$ cat src/rtl/seq_player.sv
// -----------------------------------------------------------------------------
// seq_player
//
// Playback stage for the FPGA side of the memory game. A 2^SIZE x 2-bit
// memory holds a pseudo-random colour sequence, filled from a free-running
// 8-bit LFSR on NEW_GAME. On START the sequence is shown on four one-hot
// LEDs, one element per step, while an external index counter is advanced
// through E_FPGA and its index/terminal-count flag are read back.
//
// Parameters
//   SIZE      index width; memory depth is 2^SIZE
//   ON_TICKS  cycles an element is lit (>= 1)
//   OFF_TICKS cycles dark between elements (>= 1)
//   SEED      LFSR reset value (non-zero)
//
// Ports
//   CLKHZ     in   clock, rising edge
//   R         in   synchronous active-high reset
//   START     in   pulse, begins playback (IDLE only)
//   NEW_GAME  in   pulse, regenerates the sequence memory (IDLE only, wins over START)
//   SEQFPGA   in   current sequence index from the external counter
//   end_FPGA  in   terminal-count flag from the external counter
//   ABORT     in   (only with SEQ_PLAYER_ABORT_EN) return to IDLE from any busy state
//   E_FPGA    out  one-cycle enable pulse to the counter, one per element
//   LEDS      out  one-hot colour display
//   COLOR     out  colour of the element currently shown
//   BUSY      out  high in every state except IDLE
//   DONE      out  one-cycle pulse when playback ends
//
// Optional feature macro: SEQ_PLAYER_ABORT_EN
// All outputs are registered; they are loaded from the next-state decode.
// -----------------------------------------------------------------------------
module seq_player #(
    parameter int         SIZE      = 4,
    parameter int         ON_TICKS  = 2,
    parameter int         OFF_TICKS = 1,
    parameter logic [7:0] SEED      = 8'hA5
) (
    input  logic            CLKHZ,
    input  logic            R,
    input  logic            START,
    input  logic            NEW_GAME,
    input  logic [SIZE-1:0] SEQFPGA,
    input  logic            end_FPGA,
`ifdef SEQ_PLAYER_ABORT_EN
    input  logic            ABORT,
`endif
    output logic            E_FPGA,
    output logic [3:0]      LEDS,
    output logic [1:0]      COLOR,
    output logic            BUSY,
    output logic            DONE
);

    localparam int DEPTH    = 2 ** SIZE;
    localparam int MAX_T    = (ON_TICKS > OFF_TICKS) ? ON_TICKS : OFF_TICKS;
    localparam int TW       = $clog2(MAX_T) + 1;
    localparam logic [TW-1:0] ON_LAST  = TW'(ON_TICKS - 1);
    localparam logic [TW-1:0] OFF_LAST = TW'(OFF_TICKS - 1);

    typedef enum logic [2:0] {
        IDLE  = 3'd0,
        FILL  = 3'd1,
        SHOW  = 3'd2,
        GAP   = 3'd3,
        STEP  = 3'd4,
        CHECK = 3'd5,
        FIN   = 3'd6
    } state_t;

    state_t          state;
    state_t          state_nxt;
    logic [TW-1:0]   tick;
    logic [SIZE-1:0] fill_idx;
    logic [7:0]      lfsr;
    logic [1:0]      mem [DEPTH];

    logic            e_nxt;
    logic [3:0]      leds_nxt;
    logic [1:0]      color_nxt;
    logic            busy_nxt;
    logic            done_nxt;

    // LFSR: Fibonacci, x^8 + x^6 + x^5 + x^4 + 1, free-running in every state
    always_ff @(posedge CLKHZ) begin
        if (R) begin
            lfsr <= SEED;
        end else begin
            lfsr <= {lfsr[6:0], lfsr[7] ^ lfsr[5] ^ lfsr[4] ^ lfsr[3]};
        end
    end

    // Sequence memory. Reset only clears it once the controller is already
    // idle: a held reset (power-up) zeroes every entry, while a short reset
    // during fill or playback leaves the contents untouched.
    always_ff @(posedge CLKHZ) begin
        if (R) begin
            if (state == IDLE) begin
                for (int i = 0; i < DEPTH; i++) begin
                    mem[i] <= 2'b00;
                end
            end
        end else if (state == FILL) begin
            mem[fill_idx] <= lfsr[1:0];
        end
    end

    // State register
    always_ff @(posedge CLKHZ) begin
        if (R) begin
            state <= IDLE;
        end else begin
            state <= state_nxt;
        end
    end

    // Next-state decode
    always_comb begin
        state_nxt = state;
        unique case (state)
            IDLE: begin
                if (NEW_GAME) begin
                    state_nxt = FILL;
                end else if (START) begin
                    state_nxt = SHOW;
                end
            end
            FILL:  if (fill_idx == {SIZE{1'b1}}) state_nxt = IDLE;
            SHOW:  if (tick == ON_LAST)          state_nxt = GAP;
            GAP:   if (tick == OFF_LAST)         state_nxt = STEP;
            STEP:  state_nxt = CHECK;
            CHECK: state_nxt = end_FPGA ? FIN : SHOW;
            FIN:   state_nxt = IDLE;
            default: state_nxt = IDLE;
        endcase
`ifdef SEQ_PLAYER_ABORT_EN
        if (ABORT && (state != IDLE)) begin
            state_nxt = IDLE;
        end
`endif
    end

    // Tick counter restarts on every state change; fill index runs only in FILL
    always_ff @(posedge CLKHZ) begin
        if (R) begin
            tick     <= '0;
            fill_idx <= '0;
        end else begin
            if (state_nxt != state) begin
                tick <= '0;
            end else begin
                tick <= tick + TW'(1);
            end
            if (state == FILL) begin
                fill_idx <= fill_idx + SIZE'(1);
            end else begin
                fill_idx <= '0;
            end
        end
    end

    // Output decode from the state being entered, so outputs line up with it
    always_comb begin
        color_nxt = COLOR;
        if ((state_nxt == SHOW) && (state != SHOW)) begin
            color_nxt = mem[SEQFPGA];
        end
        leds_nxt = (state_nxt == SHOW) ? (4'b0001 << color_nxt) : 4'b0000;
        e_nxt    = (state_nxt == STEP);
        busy_nxt = (state_nxt != IDLE);
        done_nxt = (state_nxt == FIN);
    end

    always_ff @(posedge CLKHZ) begin
        if (R) begin
            E_FPGA <= 1'b0;
            LEDS   <= 4'b0000;
            COLOR  <= 2'b00;
            BUSY   <= 1'b0;
            DONE   <= 1'b0;
        end else begin
            E_FPGA <= e_nxt;
            LEDS   <= leds_nxt;
            COLOR  <= color_nxt;
            BUSY   <= busy_nxt;
            DONE   <= done_nxt;
        end
    end

endmodule
$ cat config.mk
export PLATFORM = sky130hd
export DESIGN_NAME = seq_player
export DESIGN_NICKNAME = d
export VERILOG_FILES = /design/src/rtl/seq_player.sv
export SDC_FILE = /design/constraint.sdc
export NUM_CORES = 1
export LEC_CHECK = 0
export BUFFER_PORTS_ARGS = -buffer_cell sky130_fd_sc_hd__buf_2
export CAP_MARGIN = 20
export CORE_ASPECT_RATIO = 0.8
export CORE_MARGIN = 2
export CORE_UTILIZATION = 50
export CTS_CLUSTER_DIAMETER = 100
export DETAILED_ROUTE_END_ITERATION = 12
export PLACE_DENSITY_LB_ADDON = 0.2
export SLEW_MARGIN = 20
export SYNTH_ARGS = -nofsm -noshare
export SYNTH_HDL_FRONTEND = slang
export SYNTH_SLANG_ARGS = --single-unit
$ cat constraint.sdc
create_clock -name CLKHZ -period 1.85 [get_ports CLKHZ]
set_clock_uncertainty 0.1 [all_clocks]
set_input_delay 0.2775 -clock CLKHZ [delete_from_list [all_inputs] [get_ports CLKHZ]]
set_output_delay 0.2775 -clock CLKHZ [all_outputs]
set_load 0.1 [all_outputs]
# After elaboration in Yosys (flattened, before gate mapping)
# Memories as Yosys holds them, arrays and structs flattened.
# Index checks and enable logic that the tools add are counted.
# classes
add_sub_neg	2
eq_ne	12
n_shift	1
mux	17
bitwise	5
reduce_logical	8
# op_table
cell	n
3-bit two-way mux	6
3-bit case mux with 6 select lines	1
3-bit equality test, second input constant	4
3-bit by 2-bit equality test with 1-bit output, second input constant	3
2-bit OR reduction	4
1-bit two-way mux	7
4-bit by 1-bit adder with 4-bit output, second input constant	1
4-bit equality test, second input constant	1
2-bit two-way mux	2
4-bit two-way mux	1
1-bit by 2-bit left shift with 4-bit output, first input constant	1
3-bit by 1-bit equality test with 1-bit output, second input constant	1
3-bit zero test	1
3-bit by 2-bit inequality test with 1-bit output, second input constant	1
3-bit inequality test	1
3-bit nonzero test	1
1-bit bitwise XOR	3
2-bit by 1-bit adder with 2-bit output, second input constant	1
2-bit by 1-bit equality test with 1-bit output, second input constant	1
2-bit zero test	1
1-bit inverter	2
1-bit logical AND	1
# totals
ff_bits	26
mem_bits_rw	32
input_bits	9
out_inout_bits	9
word_cells	55
mem_count	1
# mem_list
name	depth	word_bits	rd	rd_clocked_by_memory_dff	wr	line_no	rtl
mem	16	2	1	0	16	76	logic [1:0] mem [DEPTH];

# Longest topological paths before layout
# logic_depth
depth_word	7
depth_mapped	7
mapped_depth_nobuf	7

# Worst setup path after synthesis
# OpenSTA, ideal clock, no wires.
# synth_path
path_kind	register to register
startpoint	register tick[0]
endpoint	register LEDS[0]
t_arrival_ns	1.702
t_required_ns	1.690
path_slack_ns	-0.012
path_stages_with_launch	8
path_buffers	0
path_cell_list	dfxtp_1 > inv_1 > ha_1 > and4bb_2 > a211oi_2 > nor4_4 > mux2i_2 > and3_1
# synth_via
elab_chain_cells	7
# synth_rtl
element	line_no	rtl
start: declaration	73	logic [TW-1:0] tick;
start signal: assignment	152	tick <= tick + TW'(1);
2-bit by 1-bit equality test with 1-bit output or 2-bit zero test (tied branches)	129, 130	
3-bit two-way mux (on tied branches)	129, 130	
3-bit case mux with 6 select lines (*)	120	unique case (state)
3-bit by 2-bit equality test with 1-bit output (*)	165, 168	
1-bit logical AND	165	if ((state_nxt == SHOW) && (state != SHOW)) begin
2-bit two-way mux	165	
1-bit by 2-bit left shift with 4-bit output	168	leds_nxt = (state_nxt == SHOW) ? (4'b0001 << color_nxt) : 4'b0000;
end signal: assignment	183	LEDS <= leds_nxt;
end: declaration	49	output logic [3:0] LEDS,
# Mark *: on every way between the ends. The rest lies on a longest branch, timed or not.
# A chain may end at the register's enable or synchronous reset.

# Worst setup path after layout
# layout_path
startpoint	register tick[1]
endpoint	register LEDS[2]
# Same word-level chain as after synthesis.

==> flow_metrics.env <==
export IMPL_status="finished with violations"
export IMPL_violations="negative setup slack"
export IMPL_switching_share_pct=27.8
export IMPL_crit_type="flop to flop"
export IMPL_period_share_pct=105
export IMPL_htree_levels=3
export IMPL_core_area_sq_um=5410
export IMPL_portBuffers=17
export IMPL_min_from="R"
export IMPL_fillers=415
export IMPL_hold_ws_ps=218
export IMPL_fin_crit_ps=1930
export IMPL_finalInstanceArea_sq_um=3480
export IMPL_cp_start_kind="flop"
export IMPL_ys_ff_latch=58
export IMPL_fin_ws_ps=-84.1
export IMPL_clkPwrFrac_pct=34.4
export IMPL_synth_top_area_share_pct=34.5
export IMPL_grt_pass1_vias=1821
export IMPL_p_int_w=0.00246
export IMPL_synth_nets=263
export IMPL_cts_buffers=9
export IMPL_wl_per_cell_um=16.0
export IMPL_yosys_cell_count_top_type="nand2_1"
export IMPL_netlist_area_sq_um=2790
export IMPL_crit_required_ps=2040
export IMPL_combPwrFrac_pct=18.9
export IMPL_ios=18
export IMPL_power_density_nw_per_um2=979
export IMPL_grt_pass1_wl_um=9410
export IMPL_cts_buffer_depth=2
export IMPL_drv_slew=0
export IMPL_hpwl_um=4040
export IMPL_synthXorXnorAreaFrac_pct=1.57
export IMPL_grt_overflow_total=0
export IMPL_p_sw_w=0.000947
export IMPL_pre_cts_ws_ps=-154
export IMPL_yosys_area_share_simple_pct=24.1
export IMPL_slowest_delay_ps=380
export IMPL_cts_tree="yes"
export IMPL_vdd_drop_max_uv=683
export IMPL_arrival_ps=2120
export IMPL_num_vias=1968
export IMPL_clk_pin_slew_worst_paths_ps=60
export IMPL_crit_chain="inv_2, buf_4, ha_4, nand3b_1, a21oi_4, nor4_4, mux2i_4, and3_4"
export IMPL_place_congestion=0.828
export IMPL_yosysTopAreaCell="edfxtp_1"
export IMPL_drt_first_iter_violations=198
export IMPL_die_area_sq_um=6190
export IMPL_synth_ff_type="edfxtp_1"
export IMPL_rsz0062_at_grt="yes"
export IMPL_maxCapViolCount=0
export IMPL_synth_commonest_cells="39 x nand2_1, 35 x and3_1, 32 x edfxtp_1"
export IMPL_utilization_pct=64.4
export IMPL_hold_path_class="input port to flop"
export IMPL_maxSlewHeadroom_pct=58.7
export IMPL_cts_num_sinks=58
export IMPL_via_per_inst=5.39
export IMPL_die_h_um=70.8
export IMPL_antenna_left=0
export IMPL_hold_viol_final=0
export IMPL_synth_edff_count=32
export IMPL_rows=24
export IMPL_synth_distinct_cells=48
export IMPL_p_leak_nw=1.60
export IMPL_dr_pass1_iters=4
export IMPL_path_max_fanout=5
export IMPL_startpoint="tick[1]"
export IMPL_synthTopCellsByArea="edfxtp_1 34%, dfxtp_1 19%, and3_1 7.9%, mux4_1 6.6%, nand2_1 5.3%"
export IMPL_setup_viol=4
export IMPL_areaGrowthSynthToFinish_pct=24.8
export IMPL_fmax_mhz=517
export IMPL_drive_gt1_share_pct=33.7
export IMPL_yosysWarnings=0
export IMPL_synthMuxAreaShare_pct=9.34
export IMPL_finalWirelength_um=5820
export IMPL_track_usage_pct=20.8
export IMPL_tightest_slew_ps=618
export IMPL_grt_max_degree=18
export IMPL_reg2reg_from="tick[1]"
export IMPL_synth_top_family_by_area="simple AND/OR/NAND/NOR gates"
export IMPL_num_antenna_cells=0
export IMPL_cp_end_kind="flop"
export IMPL_placed_cell_area_sq_um=3140
export IMPL_path_delay_family="simple AND/OR/NAND/NOR gates"
export IMPL_slowest_stage="nor4_4"
export IMPL_syn_area_per_cell_sq_um=11.2
export IMPL_antenna_found_initial=0
export IMPL_ys_seq_area_share_pct=53.1
export IMPL_remaining_drc_errors=0
export IMPL_die_w_um=87.5
export IMPL_path_buf_inv=2
export IMPL_final_nets=310
export IMPL_synth_async_reset_ratio_pct=0
export IMPL_synth_compound_area_share_pct=5.16
export IMPL_power_frac_seq_pct=46.7
export IMPL_power_w=0.00341
export IMPL_root_buffer="clkbuf_8"
export IMPL_initial_utilization_pct=51.6
export IMPL_syn_inst=248
export IMPL_clk_insertion_delay_late_ps=340
export IMPL_synth_adder_area_share_pct=2.69
[cell families (layout without fill, tap and decap cells)]
logic type,Yosys count,in the layout
multiplexers,13,13
flip-flops,58,58
buffers and inverters,26,78
adder cells (fa/ha/maj),6,6
AND/OR/NAND/NOR,122,122
XOR/XNOR,5,5
AO/OA/AOI/OAI,18,18
[state kept, by name, indices dropped and copies added (netlist names)]
signal	flops
tick	2
COLOR	2
mem	32
E_FPGA	1
BUSY	1
state	3
fill_idx	4
LEDS	4
lfsr	8
DONE	1
[power by group through the flow]
stage	Combinational, W	Sequential [W]	Clock (W)
final	0.000643	0.00159	0.00117
after global routing	0.000695	0.00161	0.00125
after CTS	0.000621	0.00159	0.00120
after detailed placement	0.000587	0.00161	0
after global placement	0.000573	0.00161	0
after floorplan	0.000336	0.00163	0
[metal layers]
layer,part of all wire [%],vias up,GRT usage (%)
met5,0,-,0
met2,43,50,28.6
met4,1.2,0,7.69
li1,-,976,-
met1,49,935,30.4
met3,6.3,7,7.35
[placed cells by master (no fill, tap or decap), drive strengths merged, types with 9 or more instances in the layout]
cell    instances
buf            54
nand2          39
and3           35
edfxtp         32
dfxtp          26
clkbuf         13
nor2           12
nor2b          10
inv             9
[what timing repair did]
| action | in CTS | in global routing |
|---|---|---|
| gates resized for setup | 16 | 17 |
| hold endpoints to repair | 0 | 0 |
| hold buffers | 0 | 0 |
| endpoints found under the setup margin | 53 | 39 |
| pin swaps | 9 | 10 |
| buffers inserted | 0 | 1 |
[worst register-to-register path, cell delays in order, from the launching register on]
cell      delay (ps)
dfxtp_2          320
inv_2             40
buf_4            130
ha_4             140
nand3b_1         120
a21oi_4           90
nor4_4           380
mux2i_4          350
and3_4           210
[path summary, 6_finish.rpt]
kind | slack [ps] | endpoint | cells after the start
max | -80 | LEDS[2] | 8
min | 220 | state[0] | 3
max reg2reg | -80 | LEDS[2] | 8
min reg2reg | 310 | lfsr[7] | 1
[through the flow]
step / setup TNS [ps] / instances
6_report: -168 / 365
5_1_grt: -623 / 365
4_1_cts: -126 / 364
3_5_place_dp: -1080 / 348
3_3_place_gp: -430 / 348
2_1_floorplan: 0 / 248
[cell type report]
type | count | area (sq um) | share of cell area (%)
Timing Repair Buffer | 54 | 367 | 10.5
Multi-Input combinational cell | 164 | 1300 | 37.4
Clock inverter | 3 | 16.3 | 0.467
Sequential cell | 58 | 1490 | 42.9
Clock buffer | 13 | 191 | 5.50
Inverter | 8 | 30.0 | 0.863
Tap cell | 65 | 81.3 | 2.34
Power figures use the tool's default switching activity.
